File: src/rtl/mmio_uart_tx_pkg.sv
// mmio_uart_tx_pkg: register offsets, STATUS bit positions and serializer state encoding
package mmio_uart_tx_pkg;
  localparam logic [1:0] OFF_DATA = 2'd0;
  localparam logic [1:0] OFF_STATUS = 2'd1;
  localparam logic [1:0] OFF_DIV = 2'd2;
  localparam int ST_BUSY = 0;
  localparam int ST_FULL = 1;
  localparam int ST_EMPTY = 2;
  localparam int ST_OVF = 3;
  localparam int ST_CNT = 8;
  typedef enum logic [1:0] {S_IDLE, S_START, S_DATA, S_STOP} state_t;
endpackage

File: src/rtl/tx_fifo.sv
// tx_fifo: sync FIFO (i_push/i_pop/i_data in; o_data head, o_full, o_empty, o_count out); a push while full is accepted only alongside a pop
module tx_fifo #(
  parameter int W = 8,
  parameter int DEPTH = 16
) (
  input  logic                     iCLK,
  input  logic                     iRST,
  input  logic                     i_push,
  input  logic                     i_pop,
  input  logic [W-1:0]             i_data,
  output logic [W-1:0]             o_data,
  output logic                     o_full,
  output logic                     o_empty,
  output logic [$clog2(DEPTH):0]   o_count
);
  localparam int AW = $clog2(DEPTH);
  logic [W-1:0] r_mem [DEPTH];
  logic [AW-1:0] r_wp, r_rp;
  logic [AW:0] r_cnt;
  logic w_push, w_pop;
  assign w_pop = i_pop && !o_empty;
  assign w_push = i_push && (!o_full || w_pop);
  assign o_full = r_cnt == (AW+1)'(DEPTH);
  assign o_empty = r_cnt == '0;
  assign o_count = r_cnt;
  assign o_data = r_mem[r_rp];
  always_ff @(posedge iCLK)
    if (w_push) r_mem[r_wp] <= i_data;
  always_ff @(posedge iCLK or posedge iRST)
    if (iRST) begin
      r_wp <= '0;
      r_rp <= '0;
      r_cnt <= '0;
    end else begin
      if (w_push) r_wp <= r_wp + 1'b1;
      if (w_pop) r_rp <= r_rp + 1'b1;
      r_cnt <= r_cnt + (AW+1)'(w_push) - (AW+1)'(w_pop);
    end
endmodule

File: src/rtl/mmio_uart_tx.sv
// mmio_uart_tx: bus-mapped 8N1 UART transmitter (Dw* load/store responder in, oTX serial line and oBusy out)
module mmio_uart_tx
  import mmio_uart_tx_pkg::*;
#(
  parameter logic [31:0] BASE_ADDR = 32'hFF20_0100,
  parameter int FIFO_DEPTH = 16,
  parameter logic [15:0] DEFAULT_DIV = 16'd434
) (
  input  logic        iCLK,
  input  logic        iRST,
  input  logic        DwReadEnable,
  input  logic        DwWriteEnable,
  input  logic [3:0]  DwByteEnable,
  input  logic [31:0] DwAddress,
  input  logic [31:0] DwWriteData,
  output logic [31:0] DwReadData,
  output logic        oTX,
  output logic        oBusy
);
  localparam int CW = $clog2(FIFO_DEPTH) + 1;
  state_t r_state;
  logic [7:0] r_shift;
  logic [15:0] r_div, r_div_q, r_cyc;
  logic [2:0] r_bit;
  logic r_tx, r_ovf;
  logic w_sel, w_wr, w_push, w_pop, w_full, w_empty, w_bit_end, w_unused;
  logic [1:0] w_off;
  logic [7:0] w_head;
  logic [CW-1:0] w_count;
  logic [31:0] w_cnt_ext, w_status;
  logic [4:0] w_cnt5;
  assign w_sel = DwAddress[31:4] == BASE_ADDR[31:4];
  assign w_off = DwAddress[3:2];
  assign w_wr = DwWriteEnable && w_sel;
  assign w_push = w_wr && w_off == OFF_DATA && DwByteEnable[0];
  assign w_bit_end = r_cyc == r_div_q - 16'd1;
  // A pop starts a frame: from IDLE, or on the last stop-bit cycle for back-to-back frames
  assign w_pop = !w_empty && (r_state == S_IDLE || (r_state == S_STOP && w_bit_end));
  assign oTX = r_tx;
  assign oBusy = r_state != S_IDLE || !w_empty;
  assign w_cnt_ext = 32'(w_count);
  assign w_cnt5 = w_cnt_ext > 32'd31 ? 5'd31 : w_cnt_ext[4:0];
  assign w_status = {19'b0, w_cnt5, 4'b0, r_ovf, w_empty, w_full, oBusy};
  assign DwReadData = (DwReadEnable && w_sel) ?
                      (w_off == OFF_STATUS ? w_status : w_off == OFF_DIV ? {16'b0, r_div} : 32'b0) : 32'b0;
  assign w_unused = &{1'b0, DwAddress[1:0], DwWriteData[31:16], DwByteEnable[3:2]};
  tx_fifo #(.W(8), .DEPTH(FIFO_DEPTH)) u_fifo (
    .iCLK(iCLK), .iRST(iRST), .i_push(w_push), .i_pop(w_pop), .i_data(DwWriteData[7:0]),
    .o_data(w_head), .o_full(w_full), .o_empty(w_empty), .o_count(w_count)
  );
  always_ff @(posedge iCLK or posedge iRST)
    if (iRST) begin
      r_ovf <= 1'b0;
      r_div <= DEFAULT_DIV;
    end else begin
      if (w_push && w_full && !w_pop) r_ovf <= 1'b1;
      else if (w_wr && w_off == OFF_STATUS && DwByteEnable[0] && DwWriteData[ST_OVF]) r_ovf <= 1'b0;
      if (w_wr && w_off == OFF_DIV && DwByteEnable[0]) r_div[7:0] <= DwWriteData[7:0];
      if (w_wr && w_off == OFF_DIV && DwByteEnable[1]) r_div[15:8] <= DwWriteData[15:8];
    end
  always_ff @(posedge iCLK or posedge iRST)
    if (iRST) begin
      r_state <= S_IDLE;
      r_shift <= '0;
      r_div_q <= 16'd1;
      r_cyc <= '0;
      r_bit <= '0;
      r_tx <= 1'b1;
    end else if (w_pop) begin
      r_state <= S_START;
      r_shift <= w_head;
      r_div_q <= r_div == '0 ? 16'd1 : r_div;
      r_cyc <= '0;
      r_bit <= '0;
      r_tx <= 1'b0;
    end else begin
      case (r_state)
        S_START:
          if (w_bit_end) begin
            r_state <= S_DATA;
            r_cyc <= '0;
            r_tx <= r_shift[0];
          end else r_cyc <= r_cyc + 16'd1;
        S_DATA:
          if (w_bit_end) begin
            r_cyc <= '0;
            if (r_bit == 3'd7) begin
              r_state <= S_STOP;
              r_tx <= 1'b1;
            end else begin
              r_bit <= r_bit + 3'd1;
              r_shift <= r_shift >> 1;
              r_tx <= r_shift[1];
            end
          end else r_cyc <= r_cyc + 16'd1;
        S_STOP:
          if (w_bit_end) r_state <= S_IDLE;
          else r_cyc <= r_cyc + 16'd1;
        default: ;
      endcase
    end
endmodule
File: config.mk
export PLATFORM = sky130hd
export DESIGN_NAME = mmio_uart_tx
export DESIGN_NICKNAME = d
export VERILOG_FILES = /design/src/rtl/mmio_uart_tx_pkg.sv /design/src/rtl/tx_fifo.sv /design/src/rtl/mmio_uart_tx.sv
export SDC_FILE = /design/constraint.sdc
export NUM_CORES = 1
export LEC_CHECK = 0
export CORE_MARGIN = 2
export CORE_UTILIZATION = 52
export DETAILED_ROUTE_END_ITERATION = 8
export GPL_TIMING_DRIVEN = 0
export HOLD_SLACK_MARGIN = 0.05
export PLACE_DENSITY_LB_ADDON = 0.3
export SYNTH_ARGS = -nofsm -noshare
export SYNTH_HDL_FRONTEND = slang
export SYNTH_SLANG_ARGS = --single-unit
File: constraint.sdc
create_clock -name iCLK -period 4.1 [get_ports iCLK]
set_input_delay 0.615 -clock iCLK [delete_from_list [all_inputs] [get_ports iCLK]]
set_output_delay 0.615 -clock iCLK [all_outputs]
set_load 0.01 [all_outputs]
==> metrics, run 1 <==
status complete, no violations; RSZ-0062 raised after global routing yes; layout cells sized above 1 19.32%; Antenna Violating Nets Remaining 0; wire length per cell 20.55 µm; Max VDD drop 0.0004236 V; Worst-Skew Late Latency 0.52 ns; Rel. slew slack 13.28%; die span in y 143.0 µm; port bufs 69; data required time of the critical path 4.51 ns; endpoint class of the critical path flip-flop; # setup viols final 0; fin crit period 4.056 ns; TritonRoute pass-1 iters 5; Post-synth EDFFs 128; Worst Slack Setup Final 0.04448 ns; sequential group share of total power 46.0%; final period utilization 98.92%; RR Endpoint u_fifo.o_count[4]; pre-CTS WS -0.5530 ns; Remaining DRCs 0; number of clock sinks 204; reported net switching power 1213 µW; GP Congestion 0.8897; Critical Path Start r_div_q[2]; Post-synth top flop edfxtp_1; fin cells 1145; gr usage total 23.26%; vias per cell 5.875; Initial Utilization 53.38%; clk buf depth 3; hpwl dp 16.70 mm; Post-Syn Area 10050 µm²; Int Power 3687 µW; synth-to-layout area growth 19.99%; Combinational Power Share 14.2%; asr flop ratio synth 37.25%; core area 18830 µm²; clock share of power 39.8%; Worst Skew 0.01921 ns; CTS Buf Count 22; FMAX 0.2466 GHz; largest net degree at the start of global routing 49; Tot Pwr 4899 µW; CP Class flip-flop to flip-flop; CP max FO 8; I/O pins 106; Post-Syn Instances 753; syn_area_per_cell 13.35 µm²; RR Startpoint r_div_q[2]; clock root buffer clkbuf_16; R2R setup slack 0.04 ns; first-pass GRT wire length 36.45 mm; FP Rows 50; clk slew on worst S/H paths 0.06 ns; DR iter-0 viols 493; Slew Viols, Final 0; Die W 143.0 µm; DP Cell Count 1098; #FFs+latches synth 204; Ys Warns 0; critical path arrival 4.46 ns; global route total overflow 0; # nets final 967; final hold violation count 0; FF-to-FF path depth 19; initial antenna violation count 0; leakage 0.004646 µW; vias in the first global route 6734; switching share of power 24.76%; sequential share of the synthesized area 57.24%; # diodes 0; Distinct cells, synth 73; final core utilization 64.05%; CTS Hold Bufs 0; CTS H-tree depth 1; P per Cell Area 406.2 nW/µm²; Worst Hold Class input pin to asynchronous set/reset pin; CP startpoint kind flip-flop; WL final 23.53 mm; actual slew at the worst max-slew pin 1.296 ns; TritonCTS clock tree built; Vias 6727; MaxCap Viol Count 0; DIE AREA 20460 µm²
power groups by stage:
stage	Clock, µW	Combinational, µW	Sequential [µW]
final	1950	694	2250
after global routing	2070	745	2260
after CTS	1980	693	2250
after detailed placement	0	682	2290
after global placement	0	660	2290
after floorplan	0	462	2290
synth_stat cells, drive strengths merged (4+ instances only):
master / instances / area share (%)
edfxtp: 128 / 38
dfrtp: 69 / 17
mux2: 45 / 5.4
mux2i: 41 / 4.1
nor2: 37 / 1.6
nand2: 34 / 1.3
inv: 32 / 1.2
buf: 31 / 2.4
ha: 24 / 3.0
a21oi: 22 / 1.1
o21ai: 21 / 1.0
and3: 18 / 1.1
clkbuf: 18 / 0.67
xnor2: 17 / 1.5
mux4: 16 / 3.6
nand3: 16 / 0.80
a221oi: 14 / 1.2
and2: 13 / 0.81
xor2: 13 / 1.1
nor2b: 12 / 0.75
nor4: 12 / 1.1
o221ai: 11 / 0.96
nand4: 10 / 0.62
nor3: 9 / 0.45
o21a: 9 / 0.67
dfstp: 7 / 1.8
or4: 7 / 0.56
nor4b: 6 / 0.52
o211ai: 6 / 0.45
a22oi: 5 / 0.37
nand4b: 4 / 0.35
nor3b: 4 / 0.30
cells by family (layout without fill, tap and decap cells):
family | Yosys count | in the layout | synth area share, %
compound gates | 112 | 112 | 8.091
mux | 102 | 102 | 13.08
flops | 204 | 204 | 57.24
simple gates | 198 | 198 | 11.53
other cells | 1 | 16 | 0.03731
fa+ha+maj | 25 | 25 | 3.186
buf+inv | 81 | 198 | 4.220
xor+xnor | 30 | 30 | 2.614
routing by layer:
layer / global-route usage [%] / routed length, µm / vias to the layer above
met5: 0 / 0 / -
met1: 31.76 / 9841 / 3349
met3: 3.454 / 1538 / 42
met2: 39.13 / 11660 / 284
li1: - / - / 3052
met4: 6.462 / 491 / 0
how the worst max path moves through the flow:
stage,slack [ns],endpoint,cells past startpoint
2_1_floorplan,0.01,u_fifo.o_count[4],19
3_3_place_gp,-0.51,u_fifo.o_count[4],19
3_5_place_dp,-0.55,u_fifo.o_count[4],19
4_1_cts,-0.009,u_fifo.o_count[4],18
5_1_grt,-0.09,u_fifo.o_count[4],19
6_report,0.04,u_fifo.o_count[4],19
metrics by stage:
step	setup TNS (ns)	hold WS (ns)	cell area [µm²]
after floorplan	0	0.4795	10150
after global placement	-13.56	0.5052	11170
after detailed placement	-11.67	0.5089	11200
after CTS	-0.009427	0.4661	12020
after global routing	-0.09380	0.4797	12060
final	0	0.4551	12060
cells in the final DEF, fill, tap and decap left out, types with 6 or more instances in the layout:
cell type,n
a21oi_1,21
a221oi_1,14
and2_1,13
and3_1,18
buf_4,26
clkbuf_1,20
clkbuf_16,22
clkdlybuf4s50_1,69
conb_1,16
dfrtp_1,69
dfstp_2,7
edfxtp_1,128
ha_1,22
inv_1,28
mux2_2,32
mux2_4,10
mux2i_1,41
mux4_2,16
nand2_1,34
nand3_1,16
nand4_1,10
nor2_1,35
nor2b_1,9
nor3_1,7
nor4_1,8
nor4b_1,6
o211ai_1,6
o21a_1,8
o21ai_0,21
o221ai_1,11
xnor2_1,16
xor2_1,13
cell type report:
cell class	instances	area (µm²)
fillers	1388	6769
flip-flops and latches	204	5754
multi-input cells	483	4023
repair buffers	79	785.8
clock buffers	25	561.8
plain buffers	48	327.8
well taps	260	325.3
clock inverters	14	158.9
inverters	32	125.1
sequential cells by signal, summed over array words and instances, names as in the netlist:
signal and cells:
u_fifo.o_count 5, u_fifo.r_wp 4, u_fifo.r_mem 128, r_state 2, r_div 16, oTX 1, u_fifo.r_rp 4, r_ovf 1
r_cyc 16, r_bit 3, r_div_q 16, r_shift 8
worst max-delay path, cell delays in order (launching register included):
cell      delay [ns]
dfrtp_1         0.37
clkbuf_8        0.15
or4_4           0.57
buf_4           0.18
nor4_2          0.27
a21oi_2         0.15
a211o_1         0.36
o41a_4          0.49
nor2_8          0.11
buf_12          0.12
ha_4            0.19
inv_4           0.05
ha_4            0.12
inv_2           0.03
fa_2            0.36
inv_2           0.06
a21oi_1         0.06
nor2_1          0.10
nor2_1          0.06
xor2_1          0.13
what timing repair did:
action	CTS	global route
endpoints found under the setup margin	100	25
pin swaps	10	4
hold endpoints to repair	0	0
resized for setup	11	10
setup buffers	9	0
Note: power is estimated with default switching activity, not from simulation.
==> run 2, diff against run 1 <==
- CORE_MARGIN: 2 -> unset
==> metrics, run 2 (synthesized netlist as in run 1, its figures left out) <==
synth-to-layout area growth 20.26% (was 19.99%); FF-to-FF path depth 17 (was 19); # diodes 0 (unchanged); wire length per cell 20.91 µm (was 20.55 µm); final period utilization 98.81% (was 98.92%); CTS Hold Bufs 0 (unchanged); clk buf depth 3 (unchanged); CP max FO 5 (was 8); FP Rows 50 (unchanged); RSZ-0062 raised after global routing yes (unchanged); DIE AREA 19890 µm² (was 20460 µm²); gr usage total 24.24% (was 23.26%); first-pass GRT wire length 36.87 mm (was 36.45 mm); Worst Hold Class input pin to asynchronous set/reset pin (unchanged); leakage 0.004671 µW (was 0.004646 µW); Antenna Violating Nets Remaining 0 (unchanged); clock root buffer clkbuf_16 (unchanged); Crit path largest cell delay 0.61 ns (was 0.57 ns); Worst-Skew Late Latency 0.52 ns (about the same); CTS Buf Count 23 (was 22); vias in the first global route 6860 (was 6734); CP bufs+invs 4 (was 6); FMAX 0.2468 GHz (was 0.2466 GHz); Initial Utilization 53.38% (unchanged); Max VDD drop 0.0003145 V (was 0.0004236 V); TritonRoute pass-1 iters 6 (was 5); Rel. slew slack 17.76% (was 13.28%); hpwl dp 16.54 mm (was 16.70 mm); Vias 6725 (was 6727); GP Congestion 0.8843 (was 0.8897); TritonCTS clock tree built (unchanged); number of clock sinks 204 (unchanged); R2R setup slack 0.05 ns (was 0.04 ns); die span in y 141.0 µm (was 143.0 µm); Remaining DRCs 0 (unchanged); initial antenna violation count 0 (unchanged); CTS H-tree depth 1 (unchanged); fin crit period 4.051 ns (was 4.056 ns); Setup TNS 0 ns (unchanged); number of flip-flops in the largest register 128 (unchanged); most frequent cells in the layout edfxtp_1, clkdlybuf4s50_1, dfrtp_1 (unchanged); Top reg by flops u_fifo.r_mem (unchanged); Die W 141.0 µm (was 143.0 µm); # setup viols final 0 (unchanged); fill cell count 1375 (was 1388); status complete, no violations (unchanged); RR Endpoint u_fifo.o_count[4] (unchanged); Worst Skew 0.009660 ns (was 0.01921 ns); MaxCap Viol Count 0 (unchanged); endpoint class of the critical path flip-flop (unchanged); kind of cell adding the most delay to the critical path simple AND/OR/NAND/NOR gates (unchanged); layout cells sized above 1 19.50% (was 19.32%); actual slew at the worst max-slew pin 1.221 ns (was 1.296 ns); P per Cell Area 416.8 nW/µm² (was 406.2 nW/µm²); Min Hold Slack 0.3996 ns (was 0.4551 ns); port bufs 69 (unchanged); core area 18830 µm² (unchanged); global route total overflow 0 (unchanged); final hold violation count 0 (unchanged); RR Startpoint r_div_q[2] (unchanged); DR iter-0 viols 486 (was 493); CP startpoint kind flip-flop (unchanged); vias per cell 5.863 (was 5.875); WL final 23.98 mm (was 23.53 mm); placed cell areas 11200 µm² (unchanged); final instance area 12090 µm² (was 12060 µm²); critical path arrival 4.46 ns (about the same); data required time of the critical path 4.51 ns (about the same); clk slew on worst S/H paths 0.06 ns (about the same); I/O pins 106 (unchanged); CP Class flip-flop to flip-flop (unchanged); slowest CP cell or4_4 (unchanged); worst path cell trace or4_4 -> nor4_4 -> xnor2_2 -> or4_4 -> o41a_4 -> nor2_8 -> buf_12 -> ha_4 -> inv_1 -> ha_2 -> inv_2 -> fa_2 -> inv_1 -> a21oi_1 -> nor2_1 -> nor2_1 -> xor2_1 (was clkbuf_8 -> or4_4 -> buf_4 -> nor4_2 -> a21oi_2 -> a211o_1 -> o41a_4 -> nor2_8 -> buf_12 -> ha_4 -> inv_4 -> ha_4 -> inv_2 -> fa_2 -> inv_2 -> a21oi_1 -> nor2_1 -> nor2_1 -> xor2_1); # nets final 967 (unchanged); commonest non-fill, non-tap cell in the layout edfxtp_1 (unchanged); largest net degree at the start of global routing 58 (was 49); Slew Viols, Final 0 (unchanged)
[run 2: cell types whose count changed in the layout (fill, tap and decap cells not counted), moves of 3 or more]
cell / delta
nor2b_1: +3
nor2b_2: -3
dfrtp_2: +5
dfrtp_1: -5
[run 2: what timing repair did]
action                     CTS  global route
gates cloned                 0             1
pin swaps                    9             2
gates resized for setup      8            12
hold endpoints to repair     0             0
setup endpoints to repair  100            18
buffers inserted            10             0
[run 2: per-stage QoR]
step | cells | util (%) | power [µW] | setup slack (ns)
6_report | 1147 | 64.20 | 5039 | 0.04887
3_3_place_gp | 1097 | 59.30 | 2950 | -0.5103
3_5_place_dp | 1098 | 59.46 | 2975 | -0.5307
2_1_floorplan | 768 | - | 2749 | 0.009757
4_1_cts | 1146 | 63.94 | 5067 | 0.005222
5_1_grt | 1147 | 64.20 | 5189 | -0.09672
[run 2: power by group]
| group | total (µW) | switching [µW] | internal, µW |
|---|---|---|---|
| registers | 2250 | 24.4 | 2230 |
| clock network | 2100 | 860 | 1240 |
| logic | 686 | 359 | 328 |
[run 2: how the worst max path moves through the flow]
stage / endpoint / from / cells past startpoint
after global placement: u_fifo.o_count[4] / r_div_q[0] / 19
after floorplan: u_fifo.o_count[4] / r_div_q[2] / 19
after detailed placement: u_fifo.o_count[4] / r_div_q[1] / 19
final: u_fifo.o_count[4] / r_div_q[2] / 17
after CTS: u_fifo.r_mem[3][4] / r_div_q[1] / 10
after global routing: u_fifo.o_count[4] / r_div_q[1] / 17
[run 2: cell type report]
type,count,area (µm²),share of cell area [%]
Sequential cell,204,5761,47.65
Timing Repair Buffer,80,793.3,6.562
Buffer,45,295.3,2.443
Tap cell,260,325.3,2.691
Multi-Input combinational cell,484,4021,33.26
Clock buffer,28,594.3,4.916
Clock inverter,14,176.4,1.459
Inverter,32,122.6,1.014
[run 2: metal layers]
metal / global-route usage (%) / share of wire (%) / routed length [µm]
met1: 31.34 / 41 / 9789
met3: 3.770 / 6.5 / 1564
met4: 8.696 / 3.5 / 843
met2: 41.58 / 49 / 11790
met5: 0 / 0 / 0
[run 2: worst reg2reg max path, delay by kind of cell, from the launching register on]
| family | cells | cell delay (ns) |
|---|---|---|
| xor+xnor | 2 | 0.28 |
| fa+ha+maj | 3 | 0.68 |
| flops | 1 | 0.41 |
| compound gates | 2 | 0.55 |
| buf+inv | 4 | 0.27 |
| simple gates | 6 | 1.75 |
==> run 3, diff against run 2 <==
==> constraint.sdc (replaced) <==
create_clock -name iCLK -period 4.1 [get_ports iCLK]
set_input_delay 0.615 -clock iCLK [delete_from_list [all_inputs] [get_ports iCLK]]
set_output_delay 0.615 -clock iCLK [all_outputs]
set_load 0.005 [all_outputs]
==> results of run 3 <==
Same layout as run 2 (identical final DEF). Status: complete, no violations.
Main changes from that run: total power 5039 µW -> 5033 µW; worst IR drop on VDD 0.0003145 V -> 0.0003144 V
